**src/rtl/bus_arbiter_2m.sv**
```systemverilog
// bus_arbiter_2m: two-master round-robin arbiter sharing one slave bus, one owner per transaction.
// Optional stall timeout is compiled in when BUS_ARB_TIMEOUT_EN is defined.
module bus_arbiter_2m #(
    parameter int unsigned ADDR_W         = 32,
    parameter int unsigned DATA_W         = 32,
    parameter int unsigned TIMEOUT_CYCLES = 1024
) (
    input  logic                  clk,
    input  logic                  rst_n,

    input  logic [ADDR_W-1:0]     m0_addr,
    input  logic                  m0_read,
    input  logic                  m0_write,
    input  logic [DATA_W-1:0]     m0_writedata,
    input  logic [DATA_W/8-1:0]   m0_byteenable,
    output logic [DATA_W-1:0]     m0_readdata,
    output logic [1:0]            m0_response,
    output logic                  m0_waitrequest,

    input  logic [ADDR_W-1:0]     m1_addr,
    input  logic                  m1_read,
    input  logic                  m1_write,
    input  logic [DATA_W-1:0]     m1_writedata,
    input  logic [DATA_W/8-1:0]   m1_byteenable,
    output logic [DATA_W-1:0]     m1_readdata,
    output logic [1:0]            m1_response,
    output logic                  m1_waitrequest,

    output logic [ADDR_W-1:0]     s_addr,
    output logic                  s_read,
    output logic                  s_write,
    output logic [DATA_W-1:0]     s_writedata,
    output logic [DATA_W/8-1:0]   s_byteenable,
    input  logic [DATA_W-1:0]     s_readdata,
    input  logic [1:0]            s_response,
    input  logic                  s_waitrequest,

    output logic                  timeout_o
);

    localparam int unsigned BE_W  = DATA_W / 8;
    localparam int unsigned CNT_W = 16;

    typedef enum logic {
        ST_IDLE = 1'b0,
        ST_BUSY = 1'b1
    } state_t;

    state_t              r_state;
    state_t              w_state_nxt;
    logic                r_owner;
    logic                w_owner_nxt;
    logic                r_last;
    logic                w_last_nxt;

    logic                w_req0;
    logic                w_req1;
    logic [ADDR_W-1:0]   w_own_addr;
    logic                w_own_read;
    logic                w_own_write;
    logic [DATA_W-1:0]   w_own_wdata;
    logic [BE_W-1:0]     w_own_be;
    logic                w_own_req;
    logic                w_done;
    logic                w_tmo_hit;

    assign w_req0 = m0_read | m0_write;
    assign w_req1 = m1_read | m1_write;

    // Request payload of the current owner; only meaningful while BUSY.
    always_comb begin
        w_own_addr  = m0_addr;
        w_own_read  = m0_read;
        w_own_write = m0_write;
        w_own_wdata = m0_writedata;
        w_own_be    = m0_byteenable;
        if (r_owner) begin
            w_own_addr  = m1_addr;
            w_own_read  = m1_read;
            w_own_write = m1_write;
            w_own_wdata = m1_writedata;
            w_own_be    = m1_byteenable;
        end
    end

    assign w_own_req = w_own_read | w_own_write;
    assign w_done    = w_own_req & ~s_waitrequest;

`ifdef BUS_ARB_TIMEOUT_EN
    logic [CNT_W-1:0] r_tmo_cnt;

    // Stall counter: held at zero in IDLE so it starts clean on every grant.
    always_ff @(posedge clk or negedge rst_n) begin
        if (!rst_n) begin
            r_tmo_cnt <= '0;
        end else if (r_state == ST_IDLE) begin
            r_tmo_cnt <= '0;
        end else if (s_waitrequest) begin
            r_tmo_cnt <= r_tmo_cnt + CNT_W'(1);
        end
    end

    assign w_tmo_hit = (r_state == ST_BUSY) && (r_tmo_cnt == CNT_W'(TIMEOUT_CYCLES - 1));
`else
    logic [CNT_W-1:0] w_unused_tmo_cfg;

    assign w_unused_tmo_cfg = CNT_W'(TIMEOUT_CYCLES);
    assign w_tmo_hit        = 1'b0;
`endif

    // State register.
    always_ff @(posedge clk or negedge rst_n) begin
        if (!rst_n) begin
            r_state <= ST_IDLE;
            r_owner <= 1'b0;
            r_last  <= 1'b1;
        end else begin
            r_state <= w_state_nxt;
            r_owner <= w_owner_nxt;
            r_last  <= w_last_nxt;
        end
    end

    // Next-state: arbitrate in IDLE, release on completion, protocol drop or timeout.
    always_comb begin
        w_state_nxt = r_state;
        w_owner_nxt = r_owner;
        w_last_nxt  = r_last;
        case (r_state)
            ST_IDLE: begin
                if (w_req0 || w_req1) begin
                    w_state_nxt = ST_BUSY;
                    w_owner_nxt = (w_req0 && w_req1) ? ~r_last : w_req1;
                end
            end
            ST_BUSY: begin
                if (w_tmo_hit || !w_own_req || w_done) begin
                    w_state_nxt = ST_IDLE;
                    w_last_nxt  = r_owner;
                end
            end
            default: begin
                w_state_nxt = ST_IDLE;
            end
        endcase
    end

    // Outputs: slave sees the owner's request, owner sees the slave's reply.
    always_comb begin
        s_addr         = '0;
        s_read         = 1'b0;
        s_write        = 1'b0;
        s_writedata    = '0;
        s_byteenable   = '0;
        m0_readdata    = '0;
        m0_response    = 2'b00;
        m0_waitrequest = 1'b1;
        m1_readdata    = '0;
        m1_response    = 2'b00;
        m1_waitrequest = 1'b1;
        timeout_o      = 1'b0;
        if (r_state == ST_BUSY) begin
            s_addr       = w_own_addr;
            s_writedata  = w_own_wdata;
            s_byteenable = w_own_be;
            if (w_tmo_hit) begin
                timeout_o = 1'b1;
                if (r_owner) begin
                    m1_waitrequest = 1'b0;
                    m1_response    = 2'b11;
                end else begin
                    m0_waitrequest = 1'b0;
                    m0_response    = 2'b11;
                end
            end else begin
                s_read  = w_own_read;
                s_write = w_own_write;
                if (r_owner) begin
                    m1_waitrequest = s_waitrequest;
                    m1_readdata    = s_readdata;
                    m1_response    = s_response;
                end else begin
                    m0_waitrequest = s_waitrequest;
                    m0_readdata    = s_readdata;
                    m0_response    = s_response;
                end
            end
        end
    end

endmodule

```
**config.mk**
```make
export PLATFORM = sky130hd
export DESIGN_NAME = bus_arbiter_2m
export DESIGN_NICKNAME = d
export VERILOG_FILES = /design/src/rtl/bus_arbiter_2m.sv
export SDC_FILE = /design/constraint.sdc
export NUM_CORES = 1
export LEC_CHECK = 0
export ABC_AREA = 1
export CORE_AREA = 2 2 124 126
export CTS_BUF_LIST = sky130_fd_sc_hd__clkbuf_8
export CTS_CLUSTER_SIZE = 30
export DETAILED_ROUTE_END_ITERATION = 7
export DIE_AREA = 0 0 126 128
export HOLD_SLACK_MARGIN = 0.15
export SYNTH_ARGS = -nofsm -noshare
export SYNTH_HDL_FRONTEND = slang
export SYNTH_SLANG_ARGS = --single-unit
```
**constraint.sdc**
```tcl
create_clock -name clk -period 3.9 [get_ports clk]
set_input_delay 0.585 -clock clk [delete_from_list [all_inputs] [get_ports clk]]
set_output_delay 0.585 -clock clk [all_outputs]
set_load 0.05 [all_outputs]
```
* Word-level counts from Yosys, hierarchy flattened
Cells that the tools add are included.
** Word-level totals
- Register bits :: 3
- ROM bits :: 0
- Bits in writable memories :: 0
- Bits in latches :: 0
- Memories :: 0
** Cells by class
- Add/sub/neg operators :: 0
- Divide/modulo/power cells :: 0
- Equality and inequality tests :: 0
- Bitwise operators :: 7
- Order comparisons :: 0
- Shift-type cells :: 0
- $mul :: 0
- Reductions and logical operators :: 6
- Multiplexer cells :: 26
** Operator list (number)
- $mux W32 :: 8
- $mux W1 :: 11
- $mux W2 :: 4
- $mux W4 :: 2
- $reduce_and A2 Y1 :: 2
- $not A1 Y1 :: 3
- $or A1 B1 Y1 :: 3
- $logic_or A1 B1 Y1 :: 2
- $pmux W1 S2 :: 1
- $and A1 B1 Y1 :: 1
- $logic_and A1 B1 Y1 :: 1
- $logic_not A1 Y1 :: 1

* Logic depth before layout (Yosys ltp)
Gate-level depths: netlist of run 1.
- Depth in word-level cells :: 6
- Depth in mapped cells :: 9

* Least setup slack after synthesis of run 1
No wires, ideal clock.
- Kind :: reg-to-output
- From :: register r_state
- To :: output m0_readdata[10]
- Buffers on the path :: 1
- Arrival :: 1520 ps
- Path slack :: 1795 ps
- Cell stages (with the launch flop) :: 6
- Required time :: 3315 ps
- Path through :: dfrtp_1 -> inv_2 -> nor2_8 -> inv_2 -> buf_2 -> nor2_1
** Between the ends
- Word-level cells in the longest chain between the ends :: 1
** Ends and longest elaborated chain
- start, declared :: line 49 : state_t r_state;
- start signal, assigned :: line 118 : r_state <= w_state_nxt;
- $mux W32 :: line 162 : if (r_state == ST_BUSY) begin
- end, declared :: line 16 : output logic [DATA_W-1:0] m0_readdata,
No other way between the ends.

* Worst setup path after layout of run 1
- From :: register r_owner
- To :: output s_writedata[30]
** Between the ends
- Word-level cells in the longest chain between the ends :: 2
** Ends and longest elaborated chain
- start, declared :: line 51 : logic r_owner;
- start signal, assigned :: line 119 : r_owner <= w_owner_nxt;
- $mux W32 :: line 77 : if (r_owner) begin
- $mux W32 :: line 162
- end, declared :: line 32 : output logic [DATA_W-1:0] s_writedata,
No other way between the ends.

==> results of run 1 <==
-- kinds of logic after synthesis --
family | after synthesis | share of synthesized area
AND/OR/NAND/NOR | 89 | 0.267
AO/OA/AOI/OAI | 72 | 0.454
buffers and inverters | 65 | 0.220
other | 1 | 0.00277
flip-flops | 3 | 0.0563
-- where the power goes --
part | switching [mW] | internal [mW]
sequential | 0.0305 | 0.0506
combinational | 2.90 | 1.40
clock | 0.0195 | 0.0669
total | 2.95 | 1.52
-- cell type report --
class                           instances  area (um2)
Sequential cell                         3        76.3
Inverter                               43         161
Timing Repair Buffer                  319        3180
Clock buffer                            3        41.3
Clock inverter                          1        3.75
Multi-Input combinational cell        162         981
Tap cell                              188         235
Fill cell                            1564       10200
-- per-stage QoR --
| stage | util | hold slack [ns] | power, mW |
|---|---|---|---|
| 2_1_floorplan | - | 0.289 | 2.97 |
| 3_3_place_gp | 0.312 | 0.451 | 4.37 |
| 3_5_place_dp | 0.312 | 0.461 | 4.40 |
| 4_1_cts | 0.315 | 0.468 | 4.50 |
| 5_1_grt | 0.315 | 0.485 | 4.65 |
| 6_report | 0.315 | 0.470 | 4.47 |
-- worst max-delay path, delay by kind of cell, from the launching register on --
kind	cells	cell delay, ns
buffers and inverters	3	1.60
and+or+nand+nor	1	0.29
AOI/OAI and AO/OA	1	0.18
DFF	1	0.56
-- per-layer routing --
layer  up-vias  share of wire  global-route usage
li1       1370              -                   -
met1      1289           0.40               0.164
met2       182           0.49               0.240
met3         6           0.11              0.0376
met4         2         0.0038              0.0136
met5         -         0.0011                   0
-- cells in the mapped netlist --
library cell,n,area share
nor2_8,1,0.015
a22o_1,68,0.44
inv_1,40,0.11
clkbuf_1,3,0.0083
buf_4,2,0.011
conb_1,1,0.0028
nand2_1,15,0.042
buf_6,4,0.033
dfstp_2,1,0.019
nor2_1,70,0.19
nand2_4,1,0.0083
nand3_1,1,0.0037
o21ai_0,4,0.015
dfrtp_1,2,0.037
inv_2,3,0.0083
nand4_1,1,0.0046
buf_2,13,0.048
-- sequential cells by signal, summed over array words and instances, names as in the netlist --
name	cells
r_last	1
r_state	1
r_owner	1
-- path summary, 6_finish.rpt --
kind	cells after the start	slack [ns]	startpoint	endpoint
worst max-delay path	5	0.42	r_owner	s_writedata[30]
worst min-delay path	2	0.47	r_last	r_last
worst max register to register	6	2.68	r_owner	r_state
worst min register to register	2	0.47	r_last	r_last
max in group asynchronous	1	3.10	rst_n	r_last
min in group asynchronous	1	0.57	rst_n	r_owner
==> metrics.md, run 1 <==
| Metric | Value |
|---|---|
| DR vias | 2,849 |
| Layout Skew | 0.000740 ns |
| Synthesized Nets | 407 |
| Inst Count DP | 715 |
| Clk pin slew, worst setup/hold paths | 0.03 ns |
| Cell area after layout | 0.00468 mm2 |
| P per Cell Area | 955 mW/mm2 |
| Final net count | 709 |
| Setup slack at placement | 0.644 ns |
| Post-Route WL | 12,100 um |
| Row count | 45 |
| Cell variety after synth | 17 |
| Critical Path AT | 2.90 ns |
| CP max stage cell | clkdlybuf4s50_1 |
| Crit-path max cell delay | 0.81 ns |
| GR Util All Layers | 0.133 |
| Most frequent cells in the layout | clkdlybuf4s50_1, nor2_1, a22o_1, inv_1, nand2_1 |
| Die W | 126 um |
| Initial antenna violation count | 1 |
| CTS tree | yes |
| Vias in the first global route | 2,775 |
| Minimum clock period | 3.48 ns |
| Die Ht | 128 um |
| Die area | 0.0161 mm2 |
| CP Max Fanout | 40 |
| Worst-case clock buffer depth | 2 |
| Largest net degree at the start of global routing | 41 |
| CTS Root Cell | clkbuf_8 |
| CTS resizes | 0 |
| First-pass GRT wire length | 16,800 um |
| Status | completed |
| Final setup violation count | 0 |
| Max Cap Viol | 0 |
| H-tree level count | 1 |
| Hold Path Class | reg -> reg |
| Postcts setup bufs | 0 |
| Gpl congestion | 0.796 |
| Pleak | 1.99 nW |
| Core ar. | 0.0149 mm2 |
| CP endpoint kind | output pin |
| Hold buffer count at cts | 0 |
| Max Clk Rate | 0.287 GHz |
| Sink Count | 3 |
| Synthesized cell area | 0.00136 mm2 |
| GR Overflow Total | 0 |
| Ports | 318 |
| Synth-to-Final Area Change | 245% |
| DRC Markers | 0 |
| Period utilisation layout | 0.893 |
| Worst-Margin Slew | 0.553 ns |
| Fin cells | 719 |
| HPWL Detailed | 10,200 um |
| Antenna-violating nets left | 0 |
| Worst setup SP type | register |
| Starting Density | 0.0912 |
| Post-Syn Area per Cell | 5.89 um2 |
| Worst path cell trace | nand2_4 -> inv_2 -> buf_12 -> a22o_1 -> clkdlybuf4s50_1 |
| Slew HR | 0.630 |
| Req. time, crit path | 3.31 ns |
| Iter 0 DRT Violations | 164 |
| CTS Buf Count | 3 |
| Antenna cells | 0 |
| Routed WL per cell | 16.9 um |
| Share of layout cells above drive strength 1 | 0.0358 |
| Worst-Skew Late Latency | 0.21 ns |
| Fin. Hold Viols | 0 |
| Drt first pass iters | 4 |
| Final WS setup | 0.418 ns |
| Via density | 3.96 |
| Final Max Slew Viols | 0 |
| WS Path Type | reg -> out |
| Port Buffers | 316 |
| Synth Warn # | 0 |
| VDD IR-drop max | 307 uV |
| Post-Syn Instances | 230 |
| Dpl cell area | 0.00463 mm2 |
| RSZ-0062 raised after global routing | no |
| Seq/Total Area, Yosys | 0.0563 |
| Setup tns final | 0 ns |
| Flops & latches, synth | 3 |
| Commonest non-fill, non-tap cell in the layout | clkdlybuf4s50_1 |
No activity file was read; power rests on OpenSTA's default activity.
==> run 2: changes to the inputs <==
- SLEW_MARGIN: default -> 30
==> results of run 2 <==
Final layout, timing and power as in run 1 (identical DEF).
==> run 3: changes to the inputs <==
- SKIP_CTS_REPAIR_TIMING: default -> 1
==> results of run 3 <==
Final layout, timing and power as in run 1 (identical DEF).
